## src/rtl/cordic_multimode_if.sv

```systemverilog
// cordic_multimode_if: operand/result handshake bundle for cordic_multimode.
//   slave  modport (engine side): takes x_i/y_i/z_i/mode_i/in_valid_i/out_ready_i,
//                                 drives in_ready_o, x_o/y_o/z_o, sat_o, out_valid_o.
//   master modport (source/consumer side): the mirror image.
// Data are Q1.N_FRAC two's complement, W = N_FRAC+1 bits; z is in units of pi/2^N_FRAC.
interface cordic_multimode_if #(
  parameter int unsigned N_FRAC = 7
) ();
  logic signed [N_FRAC:0] x_i;
  logic signed [N_FRAC:0] y_i;
  logic signed [N_FRAC:0] z_i;
  logic                   mode_i;
  logic                   in_valid_i;
  logic                   in_ready_o;
  logic signed [N_FRAC:0] x_o;
  logic signed [N_FRAC:0] y_o;
  logic signed [N_FRAC:0] z_o;
  logic                   sat_o;
  logic                   out_valid_o;
  logic                   out_ready_i;

  modport slave (
    input  x_i, y_i, z_i, mode_i, in_valid_i, out_ready_i,
    output in_ready_o, x_o, y_o, z_o, sat_o, out_valid_o
  );

  modport master (
    output x_i, y_i, z_i, mode_i, in_valid_i, out_ready_i,
    input  in_ready_o, x_o, y_o, z_o, sat_o, out_valid_o
  );
endinterface

```

## src/rtl/cordic_multimode.sv

```systemverilog
// cordic_multimode: iterative CORDIC engine, one micro-rotation per cycle through a
// single shared slice. Rotation mode (mode_i=0) drives z to 0, vectoring (mode_i=1)
// drives y to 0. Inputs are pre-rotated by pi when outside the convergence range.
// Results carry the uncompensated CORDIC gain and are clamped to the Q1.N_FRAC range.
// Ports:
//   clk_i  - clock, all state changes on the rising edge
//   rst_i  - synchronous active-high reset
//   bus    - cordic_multimode_if.slave: operand ready/valid in, result ready/valid out
module cordic_multimode #(
  parameter int unsigned N_FRAC     = 7,
  parameter int unsigned ITERATIONS = 6
) (
  input logic               clk_i,
  input logic               rst_i,
  cordic_multimode_if.slave bus
);

  localparam int unsigned W    = N_FRAC + 1;
  localparam int unsigned XW   = W + 2;
  localparam int unsigned CntW = (ITERATIONS > 1) ? $clog2(ITERATIONS) : 1;
  localparam logic [CntW-1:0] LastCnt = CntW'(ITERATIONS - 1);

  localparam logic signed [W-1:0]  OutHi = {1'b0, {N_FRAC{1'b1}}};
  localparam logic signed [W-1:0]  OutLo = {1'b1, {N_FRAC{1'b0}}};
  localparam logic signed [XW-1:0] SatHi = {2'b00, OutHi};
  localparam logic signed [XW-1:0] SatLo = {2'b11, OutLo};

  // floor(2^N_FRAC * atan(2^-i) / pi), evaluated at elaboration only.
  function automatic logic signed [W-1:0] angle_at(input int unsigned i);
    real a;
    a = $atan(1.0 / (2.0 ** i)) / 3.141592653589793;
    return W'($rtoi($floor(a * (2.0 ** N_FRAC))));
  endfunction

  logic signed [W-1:0] angle_tab [2**CntW];

  for (genvar g = 0; g < 2**CntW; g++) begin : g_angle
    localparam logic signed [W-1:0] Angle = angle_at(g);
    assign angle_tab[g] = Angle;
  end

  typedef enum logic [1:0] {StIdle, StCalc, StDone} state_e;

  state_e               state_q;
  logic [CntW-1:0]      count_q;
  logic                 mode_q;
  logic signed [XW-1:0] x_q, y_q;
  logic signed [W-1:0]  z_q;
  logic signed [W-1:0]  xo_q, yo_q, zo_q;
  logic                 sat_q;

  // Pre-rotation by pi brings any input angle into the +-pi/2 convergence range.
  logic                 flip;
  logic signed [XW-1:0] x_ext, y_ext, x_pre, y_pre;
  logic signed [W-1:0]  z_pre;

  always_comb begin
    x_ext = {{2{bus.x_i[W-1]}}, bus.x_i};
    y_ext = {{2{bus.y_i[W-1]}}, bus.y_i};
    flip  = bus.mode_i ? bus.x_i[W-1] : (bus.z_i[W-1] ^ bus.z_i[W-2]);
    x_pre = flip ? -x_ext : x_ext;
    y_pre = flip ? -y_ext : y_ext;
    z_pre = flip ? {~bus.z_i[W-1], bus.z_i[W-2:0]} : bus.z_i;
  end

  // Shared micro-rotation slice for iteration count_q.
  logic                 d_pos;
  logic signed [XW-1:0] x_sh, y_sh, x_nx, y_nx;
  logic signed [W-1:0]  z_nx;
  logic signed [W-1:0]  x_cl, y_cl;
  logic                 x_clip, y_clip;

  always_comb begin
    x_sh  = x_q >>> count_q;
    y_sh  = y_q >>> count_q;
    d_pos = mode_q ? y_q[XW-1] : ~z_q[W-1];
    if (d_pos) begin
      x_nx = x_q - y_sh;
      y_nx = y_q + x_sh;
      z_nx = z_q - angle_tab[count_q];
    end else begin
      x_nx = x_q + y_sh;
      y_nx = y_q - x_sh;
      z_nx = z_q + angle_tab[count_q];
    end

    x_clip = 1'b1;
    if (x_nx > SatHi) begin
      x_cl = OutHi;
    end else if (x_nx < SatLo) begin
      x_cl = OutLo;
    end else begin
      x_cl   = x_nx[W-1:0];
      x_clip = 1'b0;
    end

    y_clip = 1'b1;
    if (y_nx > SatHi) begin
      y_cl = OutHi;
    end else if (y_nx < SatLo) begin
      y_cl = OutLo;
    end else begin
      y_cl   = y_nx[W-1:0];
      y_clip = 1'b0;
    end
  end

  always_ff @(posedge clk_i) begin
    if (rst_i) begin
      state_q <= StIdle;
      count_q <= '0;
      mode_q  <= 1'b0;
      x_q     <= '0;
      y_q     <= '0;
      z_q     <= '0;
      xo_q    <= '0;
      yo_q    <= '0;
      zo_q    <= '0;
      sat_q   <= 1'b0;
    end else begin
      case (state_q)
        StIdle: begin
          if (bus.in_valid_i) begin
            x_q     <= x_pre;
            y_q     <= y_pre;
            z_q     <= z_pre;
            mode_q  <= bus.mode_i;
            count_q <= '0;
            state_q <= StCalc;
          end
        end
        StCalc: begin
          x_q     <= x_nx;
          y_q     <= y_nx;
          z_q     <= z_nx;
          count_q <= count_q + CntW'(1);
          if (count_q == LastCnt) begin
            xo_q    <= x_cl;
            yo_q    <= y_cl;
            zo_q    <= z_nx;
            sat_q   <= x_clip | y_clip;
            state_q <= StDone;
          end
        end
        StDone: begin
          if (bus.out_ready_i) begin
            state_q <= StIdle;
          end
        end
        default: state_q <= StIdle;
      endcase
    end
  end

  // Handshake outputs decode registered state only; no input-to-output paths.
  assign bus.in_ready_o  = (state_q == StIdle);
  assign bus.out_valid_o = (state_q == StDone);
  assign bus.x_o         = xo_q;
  assign bus.y_o         = yo_q;
  assign bus.z_o         = zo_q;
  assign bus.sat_o       = sat_q;

endmodule

```

## src/flat_wrapper.sv

```systemverilog
// flat-port wrapper written by rule: the top's interface ports become plain ports
module cordic_multimode_flat 
#(
  parameter int unsigned N_FRAC     = 7,
  parameter int unsigned ITERATIONS = 6
)
  (clk_i, rst_i, bus_x_i, bus_y_i, bus_z_i, bus_mode_i, bus_in_valid_i, bus_out_ready_i, bus_in_ready_o, bus_x_o, bus_y_o, bus_z_o, bus_sat_o, bus_out_valid_o);
  cordic_multimode_if #(.N_FRAC(N_FRAC)) bus_i ();
  input logic clk_i;
  input logic rst_i;
  input wire logic [$bits(bus_i.x_i)-1:0] bus_x_i;
  input wire logic [$bits(bus_i.y_i)-1:0] bus_y_i;
  input wire logic [$bits(bus_i.z_i)-1:0] bus_z_i;
  input wire logic [$bits(bus_i.mode_i)-1:0] bus_mode_i;
  input wire logic [$bits(bus_i.in_valid_i)-1:0] bus_in_valid_i;
  input wire logic [$bits(bus_i.out_ready_i)-1:0] bus_out_ready_i;
  output wire logic [$bits(bus_i.in_ready_o)-1:0] bus_in_ready_o;
  output wire logic [$bits(bus_i.x_o)-1:0] bus_x_o;
  output wire logic [$bits(bus_i.y_o)-1:0] bus_y_o;
  output wire logic [$bits(bus_i.z_o)-1:0] bus_z_o;
  output wire logic [$bits(bus_i.sat_o)-1:0] bus_sat_o;
  output wire logic [$bits(bus_i.out_valid_o)-1:0] bus_out_valid_o;
  assign bus_i.x_i = bus_x_i;
  assign bus_i.y_i = bus_y_i;
  assign bus_i.z_i = bus_z_i;
  assign bus_i.mode_i = bus_mode_i;
  assign bus_i.in_valid_i = bus_in_valid_i;
  assign bus_i.out_ready_i = bus_out_ready_i;
  assign bus_in_ready_o = bus_i.in_ready_o;
  assign bus_x_o = bus_i.x_o;
  assign bus_y_o = bus_i.y_o;
  assign bus_z_o = bus_i.z_o;
  assign bus_sat_o = bus_i.sat_o;
  assign bus_out_valid_o = bus_i.out_valid_o;
  cordic_multimode #(.N_FRAC(N_FRAC), .ITERATIONS(ITERATIONS)) u_core (.clk_i(clk_i), .rst_i(rst_i), .bus(bus_i));
endmodule
```

## config.mk

```make
export PLATFORM = sky130hd
export DESIGN_NAME = cordic_multimode_flat
export DESIGN_NICKNAME = d
export VERILOG_FILES = /design/src/rtl/cordic_multimode_if.sv /design/src/rtl/cordic_multimode.sv /design/src/flat_wrapper.sv
export SDC_FILE = /design/constraint.sdc
export NUM_CORES = 1
export LEC_CHECK = 0
export BUFFER_PORTS_ARGS = -buffer_cell sky130_fd_sc_hd__buf_4
export CAP_MARGIN = 10
export CORE_AREA = 10 10 145 147
export CTS_BUF_LIST = sky130_fd_sc_hd__clkbuf_8
export DETAILED_ROUTE_END_ITERATION = 7
export DIE_AREA = 0 0 155 157
export PLACE_DENSITY = 0.46
export SYNTH_ARGS = -nofsm -noshare
export SYNTH_HDL_FRONTEND = slang
export SYNTH_SLANG_ARGS = --single-unit
export TNS_END_PERCENT = 10
```

## constraint.sdc

```tcl
create_clock -name clk_i -period 9 [get_ports clk_i]
set_input_delay 1.8 -clock clk_i [delete_from_list [all_inputs] [get_ports clk_i]]
set_output_delay 1.8 -clock clk_i [all_outputs]
set_load 0.05 [all_outputs]
```

==> results_dict.tcl, run 1 <==
set metrics [dict create \
    use_met2_pct 23.3 \
    min_delay_path_depth 2 \
    numCtsBuffers 9 \
    setup.worst_path.start "u_core.count_q[0]" \
    synth_edf_count 0 \
    num_antenna_cells 0 \
    post-route-min-period_ps 5140 \
    wire_per_inst_um 18.2 \
    synthCells 712 \
    ys_types 66 \
    grt_pass1_vias 5231 \
    worstPathArrival_ps 5380 \
    period_share_pct 57.1 \
    synth_nets 780 \
    synth_ff_type "dfxtp_1" \
    place_hpwl_mm 13.5 \
    cts_hold_buffers 0 \
    die_height_um 157 \
    drt_pass1_iterations 4 \
    slew_violations 0 \
    p_int_uw 772 \
    grt_pass1_wl_mm 28.1 \
    clk_path_buf_depth 2 \
    power_per_cell_area_mw_per_mm2 240 \
    grtUsageTotal_pct 14.2 \
    start_util_pct 29.3 \
    power.clock.fraction_pct 16.1 \
    grt_max_degree 62 \
    fmax_ghz 0.195 \
    gr-total-overflow 0 \
    vdd_drop_max_uv 102 \
    cts-resized-gates 0 \
    area_growth_pct 14.0 \
    seqPwrFrac_pct 23.7 \
    fin_hold_ws_ps 463 \
    clk_latency_ps 340 \
    synthesis.yosys.warnings 0 \
    combPwrFrac_pct 60.2 \
    syn_avg_cell_area_um2 7.54 \
    routed_wl_mm 17.9 \
    hold_viol 0 \
    finalSetupTns_ps 0 \
    cts-root-buf "clkbuf_8" \
    hp-class "flop to flop" \
    drive_gt1_share_pct 14.7 \
    netSwitchingPower_uw 698 \
    ys_seq_elements 59 \
    critPathKind "flop to flop" \
    async_reset_ff_share_pct 0 \
    die_x_um 155 \
    syn_area_mm2 0.00537 \
    busiest_layer "met2" \
    setup_violations 0 \
    detail-route-antenna-nets 0 \
    reg2reg_depth 16 \
    via_count 5304 \
    grtUsageMet1_pct 18.4 \
    io_buffer_count 55 \
    worstMarginPinSlew_ps 867 \
    path_max_fanout 26 \
    io-pin-count 56 \
    cp.required_ps 9240 \
    cts.htree.levels 3 \
    post-cts-setup-buffers 0 \
    ys_seq_area_share_pct 22.0 \
    viasPerCell 5.41 \
    cts_tree "done" \
    p_sw_share_pct 47.5 \
    gp_congestion 0.879 \
    cap_violations 0 \
    min_from "u_core.bus.z_o[6]" \
    leakage_uw 0.00242 \
    drtIter0Drc 374 \
    status "completed" \
    post-route-drc-count 0 \
    crit_path_end_kind "flop" \
    clk_pin_slew_worst_paths_ps 70 \
    num_rows 50 \
    nets 810 \
    cp-start-kind "flop" \
    die_area_mm2 0.0243 \
    rsz0062_at_grt "false" \
    fin_skew_ps 10.4 \
    worstReg2RegStart "u_core.count_q[0]" \
    cts.sinks 59 \
    design.core.area_mm2 0.0183 \
    antenna_found_initial 0 \
    grt_use_met3_pct 2.43 \
    max-slew-margin-rel_pct 41.8 \
]
==> state kept, by name, indices dropped and copies added, names as in the netlist <==
register          count
u_core.state_q        2
u_core.y_q           10
u_core.x_q           10
u_core.bus.sat_o      1
u_core.bus.y_o        8
u_core.bus.x_o        8
u_core.mode_q         1
u_core.bus.z_o        8
u_core.z_q            8
u_core.count_q        3
==> critical path, cell delays in order, from the launching register on <==
cell and delay (ps):
dfxtp_1 810, buf_4 420, inv_2 170, a21oi_1 190, nor2_1 50, or2_2 310, ha_1 290, a21oi_1 240
ha_1 280, nor2b_1 130, o21a_1 170, o21ai_0 220, a21oi_1 150, o21ba_2 240, xnor2_1 680, a21oi_1 380
a211oi_1 310
==> cell usage in the layout (no fill, tap or decap), drive strengths merged, types with 4 or more instances in the layout <==
master	instances
nor2	103
a21oi	72
nand2	64
buf	64
dfxtp	59
o21ai	39
ha	36
inv	35
xnor2	26
mux2i	23
nor3	20
xor2	18
a211oi	13
mux2	11
nor2b	11
o21a	10
clkbuf	10
nand2b	8
a31oi	8
a221oi	8
nor4	7
a22oi	7
or2	6
o22ai	6
or3	6
a311oi	6
and2	6
nand3	5
mux4	5
nor3b	4
==> through the flow <==
stage / cells / power, uW / area, um^2 / util (%) / setup WS (ps)
floorplan: 712 / 1000 / 5370 / - / 4620
global placement: 965 / 1220 / 5930 / 32.4 / 4000
detailed placement: 965 / 1220 / 5930 / 32.4 / 3860
CTS: 981 / 1470 / 6120 / 33.4 / 3840
global route: 981 / 1580 / 6120 / 33.4 / 3400
finish: 981 / 1470 / 6120 / 33.4 / 3860
==> path summary, 6_finish.rpt <==
path,to,slack [ps]
hold / removal,u_core.bus.z_o[6],460
setup reg to reg,u_core.bus.x_o[2],3860
hold reg to reg,u_core.bus.z_o[6],460
setup / recovery,u_core.bus.x_o[2],3860
==> per-layer routing <==
layer	vias to the layer above	wire, um	share of wire (%)
li1	2597	-	-
met1	2557	8360	47
met2	126	8300	46
met3	24	824	4.6
met4	0	373	2.1
met5	-	0	0
==> Yosys cell counts, drive strengths merged, types with 3 or more instances <==
cell	instances	area (um^2)
nor2	103	387
a21oi	72	364
nand2	64	240
dfxtp	59	1180
o21ai	39	206
ha	36	450
inv	31	116
clkbuf	29	109
xnor2	26	228
mux2i	23	243
nor3	20	100
xor2	18	158
buf	16	105
a211oi	13	97.6
mux2	11	124
nor2b	11	68.8
o21a	10	75.1
a221oi	8	70.1
a31oi	8	50.1
nand2b	8	50.1
a22oi	7	52.6
nor4	7	43.8
a311oi	6	52.6
and2	6	37.5
o22ai	6	37.5
or2	6	37.5
or3	6	37.5
mux4	5	116
nand3	5	25.0
nor3b	4	30.0
a2111oi	3	32.5
a21boi	3	22.5
a32o	3	30.0
and3	3	18.8
fa	3	60.1
o211ai	3	22.5
o31ai	3	22.5
==> power groups by stage <==
stage / clock network (uW) / logic (uW) / registers (uW)
2_1_floorplan: 0 / 688 / 314
3_3_place_gp: 0 / 871 / 352
3_5_place_dp: 0 / 872 / 353
4_1_cts: 243 / 880 / 346
5_1_grt: 253 / 977 / 352
6_report: 237 / 885 / 349
==> logic make-up after synthesis <==
logic type               count (synthesis)  share of synthesized area [%]
AND/OR/NAND/NOR                        248                           20.8
AO/OA/AOI/OAI                          205                           24.8
buffers and inverters                   77                           6.22
flip-flops                              59                           22.0
XOR/XNOR                                45                           7.65
multiplexers                            39                           9.00
adder cells (fa/ha/maj)                 39                           9.51
==> layout make-up <==
class                      instances  area (um^2)
inverter                          32          120
timing repair buffer              64          480
multi-input combinational        576         3860
fill                            1975        12200
clock inverter                     6         50.0
sequential                        59         1180
tap                              234          293
clock buffer                      10          138
Power figures use the tool's default switching activity.
==> run 2: changes to the inputs <==
--- a/config.mk
+++ b/config.mk
@@ -11,7 +11,7 @@
 export CTS_BUF_LIST = sky130_fd_sc_hd__clkbuf_8
 export DETAILED_ROUTE_END_ITERATION = 7
 export DIE_AREA = 0 0 155 157
-export PLACE_DENSITY = 0.46
+export PLACE_DENSITY = 0.48
 export SYNTH_ARGS = -nofsm -noshare
 export SYNTH_HDL_FRONTEND = slang
 export SYNTH_SLANG_ARGS = --single-unit
==> constraint.sdc (replaced) <==
create_clock -name clk_i -period 4.5 [get_ports clk_i]
set_input_delay 0.9 -clock clk_i [delete_from_list [all_inputs] [get_ports clk_i]]
set_output_delay 0.9 -clock clk_i [all_outputs]
set_load 0.05 [all_outputs]
==> results_dict.tcl, run 2 (synthesis results as in run 1) <==
set metrics [dict create \
    status "completed" \
    numCtsBuffers 9 \
    cts.sinks 59 \
    r2r_end "u_core.bus.sat_o" \
    vdd_drop_max_uv 189 \
    cp.depth 16 \
    num_rows 50 \
    post-route-drc-count 0 \
    antenna_found_initial 0 \
    hold_viol 0 \
    cts-root-buf "clkbuf_8" \
    hp-class "flop to flop" \
    clk_pin_slew_worst_paths_ps 80 \
    reg2reg_depth 16 \
    multi_input_area_mm2 0.00387 \
    cts_tree "done" \
    fillers 1989 \
    area_growth_pct 18.5 \
    io_buffer_count 55 \
    critPathBufInv 0 \
    clk_latency_ps 370 \
    endpoint "u_core.bus.sat_o" \
    cp.required_ps 4710 \
    cap_violations 0 \
    gp_congestion 0.887 \
    rsz0062_at_grt "false" \
    max-slew-margin-rel_pct 38.9 \
    place_hpwl_mm 13.5 \
    die_x_um 155 \
    drive_gt1_share_pct 18.7 \
    period_share_pct 95.1 \
    finalWorstSetupSlack_ps 220 \
    post-cts-setup-buffers 0 \
    drt_pass1_iterations 5 \
    setup_violations 0 \
    cp_top_family "compound AO/OA/AOI/OAI gates" \
    die_area_mm2 0.0243 \
    slew_violations 0 \
    gr-total-overflow 0 \
    slowest_delay_ps 570 \
    worstPathArrival_ps 4490 \
    power_per_cell_area_mw_per_mm2 494 \
    io-pin-count 56 \
    routed_wl_mm 17.4 \
    post-route-min-period_ps 4280 \
    viasPerCell 5.21 \
    cp-start-kind "flop" \
    fmax_ghz 0.234 \
    design.core.area_mm2 0.0183 \
    nets 834 \
    detail-route-antenna-nets 0 \
    critPathSlowestCell "or4_1" \
    setup.worst_path.start "u_core.y_q[7]" \
    finalSetupTns_ps 0 \
    stdcell_count 1005 \
    placed_cells 989 \
    worstReg2RegStart "u_core.y_q[7]" \
    path_max_fanout 9 \
    crit_path_end_kind "flop" \
    r2r_slack_ps 220 \
    cts.htree.levels 3 \
    die_height_um 157 \
    critPathKind "flop to flop" \
    crit_chain "mux2_2, nor2_1, a21oi_1, nor2_1, or2_2, ha_1, a21oi_1, fa_1, a21o_1, a21oi_2, o21bai_1, a2111o_1, and3_1, or4_1, mux2i_4, a311oi_1" \
    cts_hold_buffers 0 \
    grt_max_degree 62 \
    register_area_mm2 0.00119 \
    grt_pass1_vias 5286 \
    start_util_pct 29.3 \
    via_count 5240 \
    num_antenna_cells 0 \
    grtUsageTotal_pct 14.2 \
    mostFrequentLayoutCell "nor2_1" \
    fin_skew_ps 14.2 \
    leakage_uw 0.00254 \
    final_cell_mix "nor2_1, buf_4, a21oi_1, nand2_1, dfxtp_1" \
    grt_pass1_wl_mm 28.2 \
    wire_per_inst_um 17.4 \
    reg_top3 "u_core.x_q (10), u_core.y_q (10)" \
    place_ws_ps -91.2 \
    clk_path_buf_depth 2 \
    drtIter0Drc 394 \
    worstMarginPinSlew_ps 915 \
]
==> run 2: changes by cell type in the layout (fill, tap and decap cells not counted), sizes merged <==
cell	before	now
buf	64	88
clkbuf	10	11
inv	35	32
clkinvlp	0	1
clkinv	2	3
==> run 2: worst min-delay path: stages, from the launching register on <==
cell,delay [ps]
dfxtp_1,320
nand2_1,50
a21oi_1,50
==> run 2: final cells by class <==
cell class	count	area share [%]
clock buffers	11	2.38
clock inverters	5	0.944
inverters	32	1.93
multi-input cells	576	60.9
flip-flops and latches	59	18.7
well taps	234	4.60
repair buffers	88	10.6
==> run 2: through the flow <==
stage | power, uW | utilization [%] | area [um^2] | hold slack (ps)
floorplan | 2000 | - | 5370 | 459
global route | 3390 | 34.7 | 6360 | 477
finish | 3140 | 34.7 | 6360 | 459
detailed placement | 2550 | 33.4 | 6120 | 450
global placement | 2570 | 33.4 | 6120 | 451
CTS | 3110 | 34.6 | 6340 | 462
==> run 2: layer usage <==
layer	track usage, %	routed length [um]	up-vias
met1	18.6	8410	2451
met5	0	0	-
li1	-	-	2648
met2	23.4	8090	127
met3	2.46	714	14
met4	4.00	234	0
==> run 2: power breakdown <==
group	total, uW	internal, uW	switching, uW
logic	1960	816	1150
clock network	531	288	243
registers	652	574	78.6
==> run 2: worst min path at each step <==
stage               slack [ps]              start  depth (start not counted)                end
global placement           450  u_core.bus.z_o[6]                          2  u_core.bus.z_o[6]
floorplan                  460      u_core.y_q[0]                          2      u_core.y_q[0]
finish                     460  u_core.bus.z_o[5]                          2  u_core.bus.z_o[5]
detailed placement         450  u_core.bus.z_o[5]                          2  u_core.bus.z_o[5]
CTS                        460  u_core.bus.z_o[5]                          2  u_core.bus.z_o[5]
global route               480  u_core.bus.z_o[5]                          2  u_core.bus.z_o[5]
==> run 2: repair_timing <==
item | CTS | global route
resized for setup | 2 | 7
cloned | 0 | 0
endpoints found under the setup margin | 1 | 9
==> run 3: changes to the inputs <==
--- a/config.mk
+++ b/config.mk
@@ -11,7 +11,8 @@
 export CTS_BUF_LIST = sky130_fd_sc_hd__clkbuf_8
 export DETAILED_ROUTE_END_ITERATION = 7
 export DIE_AREA = 0 0 155 157
-export PLACE_DENSITY = 0.48
+export PLACE_DENSITY = 0.46
+export REMOVE_ABC_BUFFERS = 1
 export SYNTH_ARGS = -nofsm -noshare
 export SYNTH_HDL_FRONTEND = slang
 export SYNTH_SLANG_ARGS = --single-unit
==> constraint.sdc (replaced) <==
create_clock -name clk_i -period 4.9 [get_ports clk_i]
set_input_delay 0.98 -clock clk_i [delete_from_list [all_inputs] [get_ports clk_i]]
set_output_delay 0.98 -clock clk_i [all_outputs]
set_load 0.05 [all_outputs]
==> results_dict.tcl, run 3 (synthesis results as in run 1) <==
set metrics [dict create \
    status "completed" \
    hold_viol 0 \
    antenna_found_initial 0 \
    r2r_slack_ps 450 \
    start_util_pct 29.3 \
    cts-root-buf "clkbuf_8" \
    register_area_mm2 0.00118 \
    post-route-drc-count 0 \
    cp-start-kind "flop" \
    reg_top3 "u_core.x_q (10), u_core.y_q (10)" \
    max-slew-margin-rel_pct 31.0 \
    cts.sinks 59 \
    fillers 1993 \
    period_share_pct 90.7 \
    clk_latency_ps 370 \
    cp.required_ps 5130 \
    place_hpwl_mm 12.7 \
    worstPathArrival_ps 4670 \
    drtIter0Drc 276 \
    critPathSlowestCell "dfxtp_1" \
    cts_hold_buffers 0 \
    io_buffer_count 55 \
    mostFrequentLayoutCell "nor2_1" \
    die_area_mm2 0.0243 \
    critPathKind "flop to flop" \
    slowest_delay_ps 540 \
    design.core.area_mm2 0.0183 \
    cts-resized-gates 0 \
    grt_max_degree 62 \
    cts_tree "done" \
    die_height_um 157 \
    drt_pass1_iterations 5 \
    num_rows 50 \
    fin_skew_ps 11.1 \
    grt_pass1_wl_mm 26.9 \
    die_x_um 155 \
    power_per_cell_area_mw_per_mm2 454 \
    numCtsBuffers 9 \
    stdcell_count 992 \
    hp-class "flop to flop" \
    routed_wl_mm 16.7 \
    gr-total-overflow 0 \
    setup_violations 0 \
    crit_path_end_kind "flop" \
    fmax_ghz 0.225 \
    placed_cells 976 \
    vdd_drop_max_uv 296 \
    wire_per_inst_um 16.8 \
    final_cell_mix "nor2_1, buf_4, a21oi_1, nand2_1, dfxtp_1" \
    rsz0062_at_grt "false" \
    post-route-min-period_ps 4450 \
    area_growth_pct 16.7 \
    grtUsageTotal_pct 13.6 \
    clk_path_buf_depth 2 \
    nets 821 \
    cap_violations 0 \
    post-cts-setup-buffers 0 \
    detail-route-antenna-nets 0 \
    num_antenna_cells 0 \
    gp_congestion 0.887 \
    cts.htree.levels 3 \
    viasPerCell 5.22 \
    via_count 5174 \
    grt_pass1_vias 4992 \
    slew_violations 0 \
    worstMarginPinSlew_ps 1030 \
    drive_gt1_share_pct 16.5 \
    path_max_fanout 9 \
    clk_pin_slew_worst_paths_ps 80 \
    io-pin-count 56 \
    crit_chain "mux2_2, nor2_1, a21oi_1, nor2_1, or2_2, ha_1, a21oi_1, fa_1, a21o_1, a21oi_2, o21bai_1, a2111o_1, and3_1, or4_1, mux2i_1, a311oi_1" \
    finalSetupTns_ps 0 \
    leakage_uw 0.00248 \
    multi_input_area_mm2 0.00386 \
]
## run 3: cell count changes in the layout (fill, tap and decap cells not counted), moves of 2 or more
cell / before / now
dfxtp_2: 4 / 0
clkinvlp_4: 1 / 3
bufinv_16: 1 / 3
dfxtp_1: 55 / 59
buf_4: 87 / 75
## run 3: final cells by class
class / count / share of cell area [%]
multi-input cells: 576 / 61.6
clock inverters: 6 / 1.80
flip-flops and latches: 59 / 18.9
clock buffers: 10 / 2.20
repair buffers: 75 / 8.99
inverters: 32 / 1.92
well taps: 234 / 4.67
## run 3: per-stage QoR
step                      utilization [%]  worst slack (ps)  cell area, um^2  hold slack (ps)  total power [uW]
after floorplan                         -              83.6             5150              453              1800
after global routing                 34.2               100             6260              477              3080
final                                34.2               455             6260              456              2850
after global placement               32.8               559             6010              444              2270
after CTS                            34.2               455             6260              458              2860
after detailed placement             32.8               476             6010              448              2280
## run 3: report_power, final
group          leakage, uW  switching [uW]  internal [uW]
Combinational      0.00188             969            693
Clock             0.000115             223            351
Sequential        0.000482            84.3            526
Total              0.00248            1280           1570
## run 3: per-layer routing
metal,vias to the layer above,part of all wire (%),wire (um),global-route usage [%]
li1,2624,-,-,-
met1,2401,47,7890,17.5
met2,128,45,7540,21.6
met3,21,5.7,944,3.77
met4,0,1.9,323,4.32
met5,-,0,0,0
## run 3: worst max-delay path: cells and delay by family, from the launching register on
family | cells | cell delay [ps]
multiplexers | 2 | 560
AND/OR/NAND/NOR | 5 | 1130
flip-flops | 1 | 540
AO/OA/AOI/OAI | 7 | 1320
adder cells (fa/ha/maj) | 2 | 750
## run 3: worst paths after layout
kind	from	end	depth (start not counted)
worst max-delay path	u_core.y_q[7]	u_core.bus.sat_o	16
worst min register to register	u_core.bus.z_o[6]	u_core.bus.z_o[6]	2
worst max register to register	u_core.y_q[7]	u_core.bus.sat_o	16
worst min-delay path	u_core.bus.z_o[6]	u_core.bus.z_o[6]	2
